File: src/rtl/fetch_predict.sv
// Fetch PC generator with gshare direction predictor and 16-entry direct-mapped BTB.
// Single cycle: prediction is combinational from current PC; EX updates land on the next edge.
module fetch_predict #(
  parameter logic [31:0] RESET_PC = 32'h0000_0000
) (
  input  logic        clk,
  input  logic        rst_n,
  input  logic        en,
  input  logic        E_redirect,
  input  logic [31:0] E_redirect_PC,
  input  logic        E_update,
  input  logic        E_is_branch,
  input  logic        E_is_jump,
  input  logic        E_taken,
  input  logic [31:0] E_PC,
  input  logic [31:0] E_target,
  input  logic [7:0]  E_addr_PHT,
  output logic [31:0] F_PC_cur,
  output logic [31:0] F_PC_next,
  output logic [1:0]  F_PC_src,
  output logic [31:0] F_PC_target_btb,
  output logic        F_predict,
  output logic [7:0]  F_addr_PHT
);

  logic [31:0] r_pc;
  logic [7:0]  r_ghr;
  logic [1:0]  r_pht [256];
  logic [15:0] r_btb_vld;
  logic [25:0] r_btb_tag [16];
  logic [31:0] r_btb_tgt [16];
  logic        r_btb_jmp [16];

  logic [3:0]  w_btb_idx;
  logic        w_hit;
  logic        w_jmp;
  logic [7:0]  w_pht_idx;
  logic        w_dir_taken;
  logic [31:0] w_pc_seq;
  logic [31:0] w_pc_nxt;
  logic        w_br_upd;
  logic        w_btb_wr;
  logic [1:0]  w_pht_cur;
  logic [1:0]  w_pht_new;
  logic        w_unused;

  assign w_unused = &{1'b0, E_PC[1:0]};

  // Lookup path
  assign w_btb_idx   = r_pc[5:2];
  assign w_hit       = r_btb_vld[w_btb_idx] && (r_btb_tag[w_btb_idx] == r_pc[31:6]);
  assign w_jmp       = r_btb_jmp[w_btb_idx];
  assign w_pht_idx   = r_pc[9:2] ^ r_ghr;
  assign w_dir_taken = r_pht[w_pht_idx][1];
  assign w_pc_seq    = r_pc + 32'd4;

  assign F_PC_cur        = r_pc;
  assign F_PC_next       = w_pc_seq;
  assign F_addr_PHT      = w_pht_idx;
  assign F_predict       = w_hit && (w_jmp || w_dir_taken);
  assign F_PC_target_btb = w_hit ? r_btb_tgt[w_btb_idx] : 32'h0;

  always_comb begin
    F_PC_src = 2'd0;
    if (w_hit && w_jmp)
      F_PC_src = 2'd2;
    else if (w_hit && w_dir_taken)
      F_PC_src = 2'd1;
  end

  always_comb begin
    w_pc_nxt = r_pc;
    if (E_redirect)
      w_pc_nxt = E_redirect_PC;
    else if (en)
      w_pc_nxt = F_predict ? r_btb_tgt[w_btb_idx] : w_pc_seq;
  end

  // Update path; a branch+jump combo trains PHT/GHR as a branch and BTB as a jump
  assign w_br_upd  = E_update && E_is_branch;
  assign w_btb_wr  = E_update && E_taken && (E_is_branch || E_is_jump);
  assign w_pht_cur = r_pht[E_addr_PHT];

  always_comb begin
    w_pht_new = w_pht_cur;
    if (E_taken && (w_pht_cur != 2'd3))
      w_pht_new = w_pht_cur + 2'd1;
    else if (!E_taken && (w_pht_cur != 2'd0))
      w_pht_new = w_pht_cur - 2'd1;
  end

  always_ff @(posedge clk or negedge rst_n) begin
    if (!rst_n) begin
      r_pc      <= RESET_PC;
      r_ghr     <= 8'h00;
      r_btb_vld <= 16'h0000;
      for (int i = 0; i < 256; i++)
        r_pht[i] <= 2'b01;
    end else begin
      r_pc <= w_pc_nxt;
      if (w_br_upd) begin
        r_ghr             <= {r_ghr[6:0], E_taken};
        r_pht[E_addr_PHT] <= w_pht_new;
      end
      if (w_btb_wr)
        r_btb_vld[E_PC[5:2]] <= 1'b1;
    end
  end

  // Payload needs no reset: it is never observed unless the valid bit is set
  always_ff @(posedge clk) begin
    if (w_btb_wr) begin
      r_btb_tag[E_PC[5:2]] <= E_PC[31:6];
      r_btb_tgt[E_PC[5:2]] <= E_target;
      r_btb_jmp[E_PC[5:2]] <= E_is_jump;
    end
  end

endmodule

File: config.mk
export PLATFORM = sky130hd
export DESIGN_NAME = fetch_predict
export DESIGN_NICKNAME = d
export VERILOG_FILES = /design/src/rtl/fetch_predict.sv
export SDC_FILE = /design/constraint.sdc
export NUM_CORES = 2
export LEC_CHECK = 0
export BUFFER_PORTS_ARGS = -buffer_cell sky130_fd_sc_hd__buf_2
export CAP_MARGIN = 30
export CORE_AREA = 8 8 318 397
export DETAILED_ROUTE_END_ITERATION = 6
export DIE_AREA = 0 0 326 405
export PLACE_DENSITY = 0.71
export SKIP_LAST_GASP = 1
export SLEW_MARGIN = 20
export SYNTH_ARGS = -nofsm -noshare
export SYNTH_HDL_FRONTEND = slang
export SYNTH_SLANG_ARGS = --single-unit
File: constraint.sdc
create_clock -name clk -period 6.25 [get_ports clk]
set_clock_uncertainty 0.1 [all_clocks]
set_input_delay 1.25 -clock clk [delete_from_list [all_inputs] [get_ports clk]]
set_output_delay 1.25 -clock clk [all_outputs]
set_load 0.05 [all_outputs]
* Word level (Yosys, flattened, before mapping)
Memory sizes are Yosys's and may differ from the RTL's.
Cells that the tools add are included.
** Storage, ports and cells
- Register bits after elaboration :: 568
- Bits in writable memories :: 944
- Input bits :: 112
- Output and inout port bits :: 107
- Word-level logic and storage cells :: 316
- Memories :: 3
** Cells by class
- Add/subtract/negate cells :: 3
- Magnitude comparators :: 6
- Eq/ne operators :: 2
- Mux-type cells :: 23
- Bitwise operators :: 4
- Reductions and logical operators :: 16
** Memory list
- r_btb_tgt :: words 16, bits a word 32, rd ports 1, clocked after Yosys merged registers in 0, wr ports 1, line 31 : logic [31:0] r_btb_tgt [16];
- r_btb_tag :: words 16, bits a word 26, rd ports 1, clocked after Yosys merged registers in 0, wr ports 1, line 30 : logic [25:0] r_btb_tag [16];
- r_btb_jmp :: words 16, bits a word 1, rd ports 1, clocked after Yosys merged registers in 0, wr ports 1, line 32 : logic r_btb_jmp [16];
** Operators by type and width (count)
- bitwise mux 512 bit :: 1
- two-way mux 32 bit :: 4
- adder 32 x 3 -> 32 bit (second input constant) :: 1
- binary-select mux 2 bit (select 8 bit) :: 2
- equality test 26 bit :: 1
- greater-or-equal comparator 9 bit (second input constant) :: 2
- NOT 8 -> 9 bit :: 2
- demux 2 bit (select 8 bit) :: 1
- two-way mux 2 bit :: 8
- bitwise OR 16 bit :: 1
- logical AND 1 bit :: 11
- < comparator 4 x 5 -> 1 bit (second input constant) :: 2
- < comparator 9 x 1 -> 1 bit (second input constant) :: 1
- bitwise XOR 8 bit :: 1
- two-way mux 1 bit :: 5
- binary-select mux 1 bit (select 4 bit) :: 1
- demux 1 bit (select 4 bit) :: 1
- greater-or-equal comparator 4 x 1 -> 1 bit (second input constant) :: 1
- nonzero test 2 bit :: 2
- adder 2 x 1 -> 2 bit (second input constant) :: 1
- logical OR 1 bit :: 2
- inequality test 2 bit (second input constant) :: 1
- subtractor 2 x 1 -> 2 bit (second input constant) :: 1
- zero test 1 bit :: 1

* Logic depth before layout (Yosys ltp)
- Word-level depth :: 10
- Mapped depth :: 18
- Mapped depth without buffers :: 12

* Worst setup path after synthesis
Ideal clock, no wire load.
- Kind :: input to register
- From :: input port E_is_branch
- To :: register r_btb_vld[0]
- Setup time :: 0.090 ns
- Arrival time :: 6.244 ns
- Data required time :: 6.060 ns
- Slack :: -0.184 ns
- Cell stages on the path :: 4
- Buffers on the path :: 0
- Cells stage by stage :: o211ai_1 or3_1 nor3_1 or2_2
** Between the ends
- Longest elaborated chain between the ends :: 2
** RTL lines
- start, declared :: line 12 : input logic E_is_branch,
- logical OR 1 bit :: line 81 : assign w_btb_wr = E_update && E_taken && (E_is_branch || E_is_jump);
- logical AND 1 bit :: line 81
- end signal, assigned :: line 96 : r_btb_vld <= 16'h0000;
- end signal, assigned by index :: line 106 : r_btb_vld[E_PC[5:2]] <= 1'b1;
- end, declared :: line 29 : logic [15:0] r_btb_vld;
No other way between the ends.
A chain may end at the register's enable or synchronous reset.

* Final worst setup path
- From :: register r_pc[5] (netlist: F_PC_cur[5])
- To :: output port F_PC_src[0]
** Between the ends
- Longest elaborated chain between the ends :: 8
- Elaborated cells between the ends (all ways) :: 15
- Classes of those cells :: eq/ne (1); mux (7); bitwise (2); reduce/logical (3); memory (2)
** RTL lines
- start, declared :: line 26 : logic [31:0] r_pc;
- start signal, assigned :: line 100 : r_pc <= w_pc_nxt;
- bitwise XOR 8 bit :: line 53 : assign w_pht_idx = r_pc[9:2] ^ r_ghr;
- NOT 8 -> 9 bit (not written as such) :: line 54 : assign w_dir_taken = r_pht[w_pht_idx][1];
- binary-select mux 2 bit (select 8 bit) :: line 54
- two-way mux 2 bit (not written as such) (2 in a row) :: line 54
- logical AND 1 bit :: line 67 : else if (w_hit && w_dir_taken)
- two-way mux 1 bit :: line 67
- two-way mux 2 bit * :: line 65 : if (w_hit && w_jmp)
- end, declared :: line 20 : output logic [1:0] F_PC_src,
Mark *: on every way between the ends. The rest lies on a longest branch, timed or not. The select of a mux whose other input is x is not followed.

==> results.yml <==
worst_setup_path:
  required_ns: 4.90
  start_kind: "flip-flop"
  path_cells: "xnor2_2 -> clkinv_1 -> nor2_1 -> a22oi_1 -> a31oi_1 -> a32oi_1 -> a21oi_1 -> nand3_1 -> nor3_1 -> buf_12"
  r2r_cells: 12
  rr_startpoint: "F_PC_cur[4]"
  critPathMaxFanout: 21
  slowest_stage: "nor2_1"
  critical_path_class: "reg2out"
  cp_data_arrival_time_ns: 4.91
  reg2reg_to: "F_PC_cur[22]"
  endpoint_kind: "primary output"
  regToRegSetupSlack_ns: 1.02
  critPathMaxStageDelay_ns: 0.77
clock_network:
  cts_buffers: 148
  clk_pin_slew_ns: 0.06
  cts.path.max_buffers: 3
  h-tree-depth: 4
  hold_buffers: 0
  cts_tree: "yes"
  cts_root_buf: "clkbuf_16"
  cts.sinks: 1512
  clk_latency_ns: 0.79
yosys:
  async_flop_share: 0.376
  avgSynthCellArea_um2: 15.3
  synthesis.nets: 4381
  ys_warn_count: 0
  syn_inst: 4266
  synth_edf_count: 944
  syn-cell-area_um2: 65300
  ys_ff_latch: 1512
  yosysSeqAreaShare: 0.657
  synthDistinctLibCells: 61
  synth_ff_type: "edfxtp_1"
job:
  cap_violations: 0
global_route:
  grt_pass1_vias: 40700
  grt_usage: 0.268
  grt_pass1_wl_um: 264000
  grt_max_degree: 174
  grt.overflow.total: 0
  antenna_found_initial: 22
worst_hold_path:
  hp-start: "r_pht[90]"
  whs_endpoint: "r_pht[90]"
  hp-class: "reg2reg"
  min_path_cells: 2
status:
  violations: "negative setup slack"
  outcome: "finished, violations left"
route:
  drc: 0
  finalWirelength_um: 178000
  firstDrtPassIters: 6
  viasPerCell: 6.39
  num_vias: 39900
  wl_per_cell_um: 28.5
  drt_iter0_markers: 4843
  antenna_left: 0
die:
  initial_core_util: 0.546
  die_width_um: 326
  die-area_um2: 132000
  coreArea_um2: 120000
  die_h_um: 405
  num_rows: 142
  ios: 219
final_layout:
  area_growth_pct: 13.3
  nets: 4638
  drive_above_1_share: 0.307
  fill_cells: 8589
  design_area_um2: 74000
sta:
  fmax_mhz: 160
  rsz0062_at_grt: "yes"
  fin_ws_ns: -0.00595
  tightest_slew_ns: 1.08
  period_minus_slack_ns: 6.26
  finalMaxSlewViolations: 0
  finalSetupViolCount: 1
  slew_headroom: 0.278
  finalHoldViolations: 0
  fin_crit_sh: 1.00
placement:
  portBuffers: 216
  place_congestion: 0.880
  dp_hpwl_um: 107000
  placed_area_um2: 69000
power:
  power_density_nw_per_um2: 318
  switchingPower_w: 0.00644
  p_comb_frac: 0.157
  power_frac_seq: 0.470
  internal_power_w: 0.0171
  p_leak_nw: 25.5
  power_frac_clock: 0.373
  finalPower_w: 0.0236
  irDropWorstVdd_uv: 276
  sw_frac_of_total: 0.273
[registers in the layout, summed over array words and instances, names as in the netlist]
| name | count |
|---|---|
| r_btb_tag | 416 |
| r_pht | 512 |
| F_PC_cur | 32 |
| r_btb_tgt | 512 |
| r_btb_jmp | 16 |
| r_btb_vld | 16 |
| r_ghr | 8 |
[worst max path at each step]
stage | start | to | slack [ns] | depth (start not counted)
after detailed placement | E_addr_PHT[1] | r_pht[477] | 0.39 | 12
after floorplan | F_PC_cur[2] | F_PC_src[0] | 0.003 | 12
final | F_PC_cur[5] | F_PC_src[0] | -0.006 | 10
after CTS | F_PC_cur[2] | F_PC_src[0] | 0.02 | 13
after global routing | F_PC_cur[5] | F_PC_src[0] | -0.04 | 10
after global placement | E_addr_PHT[0] | r_pht[387] | 0.50 | 12
[kinds of logic (layout without fill, tap and decap cells)]
| family | Yosys count | in the layout | share of synthesized area |
|---|---|---|---|
| compound gates | 659 | 659 | 0.0549 |
| xor+xnor | 63 | 63 | 0.00845 |
| fa+ha+maj | 3 | 3 | 0.000575 |
| buf+inv | 290 | 673 | 0.0197 |
| flops | 1512 | 1512 | 0.657 |
| mux | 563 | 563 | 0.183 |
| other cells | 0 | 11 | 0 |
| simple gates | 1176 | 1176 | 0.0770 |
[routing by layer]
metal,vias up,GRT usage,wire length (µm),share of wire
met2,2168,0.445,87900,0.49
met3,447,0.0550,15900,0.090
met5,-,0,89,0.00050
met1,20400,0.345,65900,0.37
li1,16900,-,-,-
met4,12,0.114,7820,0.044
[layout make-up]
class / count / area, µm² / share of cell area
timing repair buffer: 378 / 2720 / 0.0368
multi-input combinational: 2464 / 21500 / 0.290
tap: 1584 / 1980 / 0.0268
sequential: 1512 / 42900 / 0.580
inverter: 19 / 78.8 / 0.00107
antenna: 11 / 27.5 / 0.000372
clock buffer: 204 / 4020 / 0.0544
clock inverter: 72 / 782 / 0.0106
[per-stage QoR]
stage                      util  hold WS (ns)  std cells  setup TNS [ns]  setup WS [ns]
final                     0.619         0.362       6244        -0.00595       -0.00595
after global routing      0.619         0.374       6236         -0.0389        -0.0389
after CTS                 0.618         0.362       6226               0         0.0212
after detailed placement  0.577         0.348       5949               0          0.392
after global placement    0.577         0.346       5948               0          0.499
after floorplan               -         0.334       4266               0        0.00348
[cell usage after synthesis, drive strengths merged, types with 3 or more instances]
cell type | instances | area [µm²]
edfxtp | 944 | 28300
nand2 | 849 | 3190
o21ai | 522 | 2610
mux4 | 502 | 11300
dfrtp | 312 | 7810
dfstp | 256 | 6730
clkbuf | 147 | 553
buf | 124 | 664
nor2 | 69 | 259
nor3 | 67 | 335
mux2i | 46 | 460
a21oi | 41 | 205
xnor2 | 39 | 342
nor2b | 37 | 231
nand3b | 34 | 255
o211ai | 32 | 240
nand3 | 26 | 130
nor3b | 26 | 195
xor2 | 24 | 210
or2 | 17 | 106
inv | 16 | 60.1
nand4 | 16 | 100
a22oi | 15 | 113
mux2 | 15 | 169
nand2b | 9 | 56.3
nor4 | 7 | 43.8
a22o | 6 | 52.6
and2 | 6 | 37.5
o22ai | 6 | 37.5
a211oi | 5 | 42.5
a221oi | 5 | 43.8
or3 | 4 | 25.0
a31oi | 3 | 18.8
and3 | 3 | 18.8
clkinv | 3 | 11.3
ha | 3 | 37.5
o221ai | 3 | 26.3
o2bb2ai | 3 | 26.3
[what timing repair did]
| action | in CTS | in global routing |
|---|---|---|
| resized for setup | 2 | 2 |
| buffers inserted | 1 | 6 |
| pin swaps | 0 | 0 |
| setup endpoints to repair | 5 | 3 |
[power groups by stage]
| stage | Combinational, W | Sequential (W) | Clock (W) |
|---|---|---|---|
| after floorplan | 0.00224 | 0.0112 | 0 |
| final | 0.00369 | 0.0111 | 0.00879 |
| after global placement | 0.00358 | 0.0113 | 0 |
| after global routing | 0.00386 | 0.0111 | 0.00925 |
| after CTS | 0.00366 | 0.0111 | 0.00888 |
| after detailed placement | 0.00362 | 0.0113 | 0 |
[placed cells by master (no fill, tap or decap), drive strengths merged, types with 7 or more instances in the layout]
cell and instances:
clkinv 62, nor2 69, or2 17, inv 19, edfxtp 944, nand3 26, o21ai 522, xor2 24
a21oi 41, nor2b 37, buf 377, o211ai 32, nor3b 26, dfrtp 312, xnor2 39, clkbuf 205
nor4 7, nand4 16, dfstp 256, nor3 67, mux4 502, nand2b 9, mux2i 46, nand3b 34
diode 11, nand2 849, mux2 15, bufinv 8, a22oi 15
[worst max-delay path: cells and delay by family (launching register included)]
kind / cells / cell delay (ns)
compound gates: 4 / 1.00
buf+inv: 2 / 0.68
simple gates: 3 / 1.38
xor+xnor: 1 / 0.33
flops: 1 / 0.70
No activity file was read; power rests on OpenSTA's default activity.
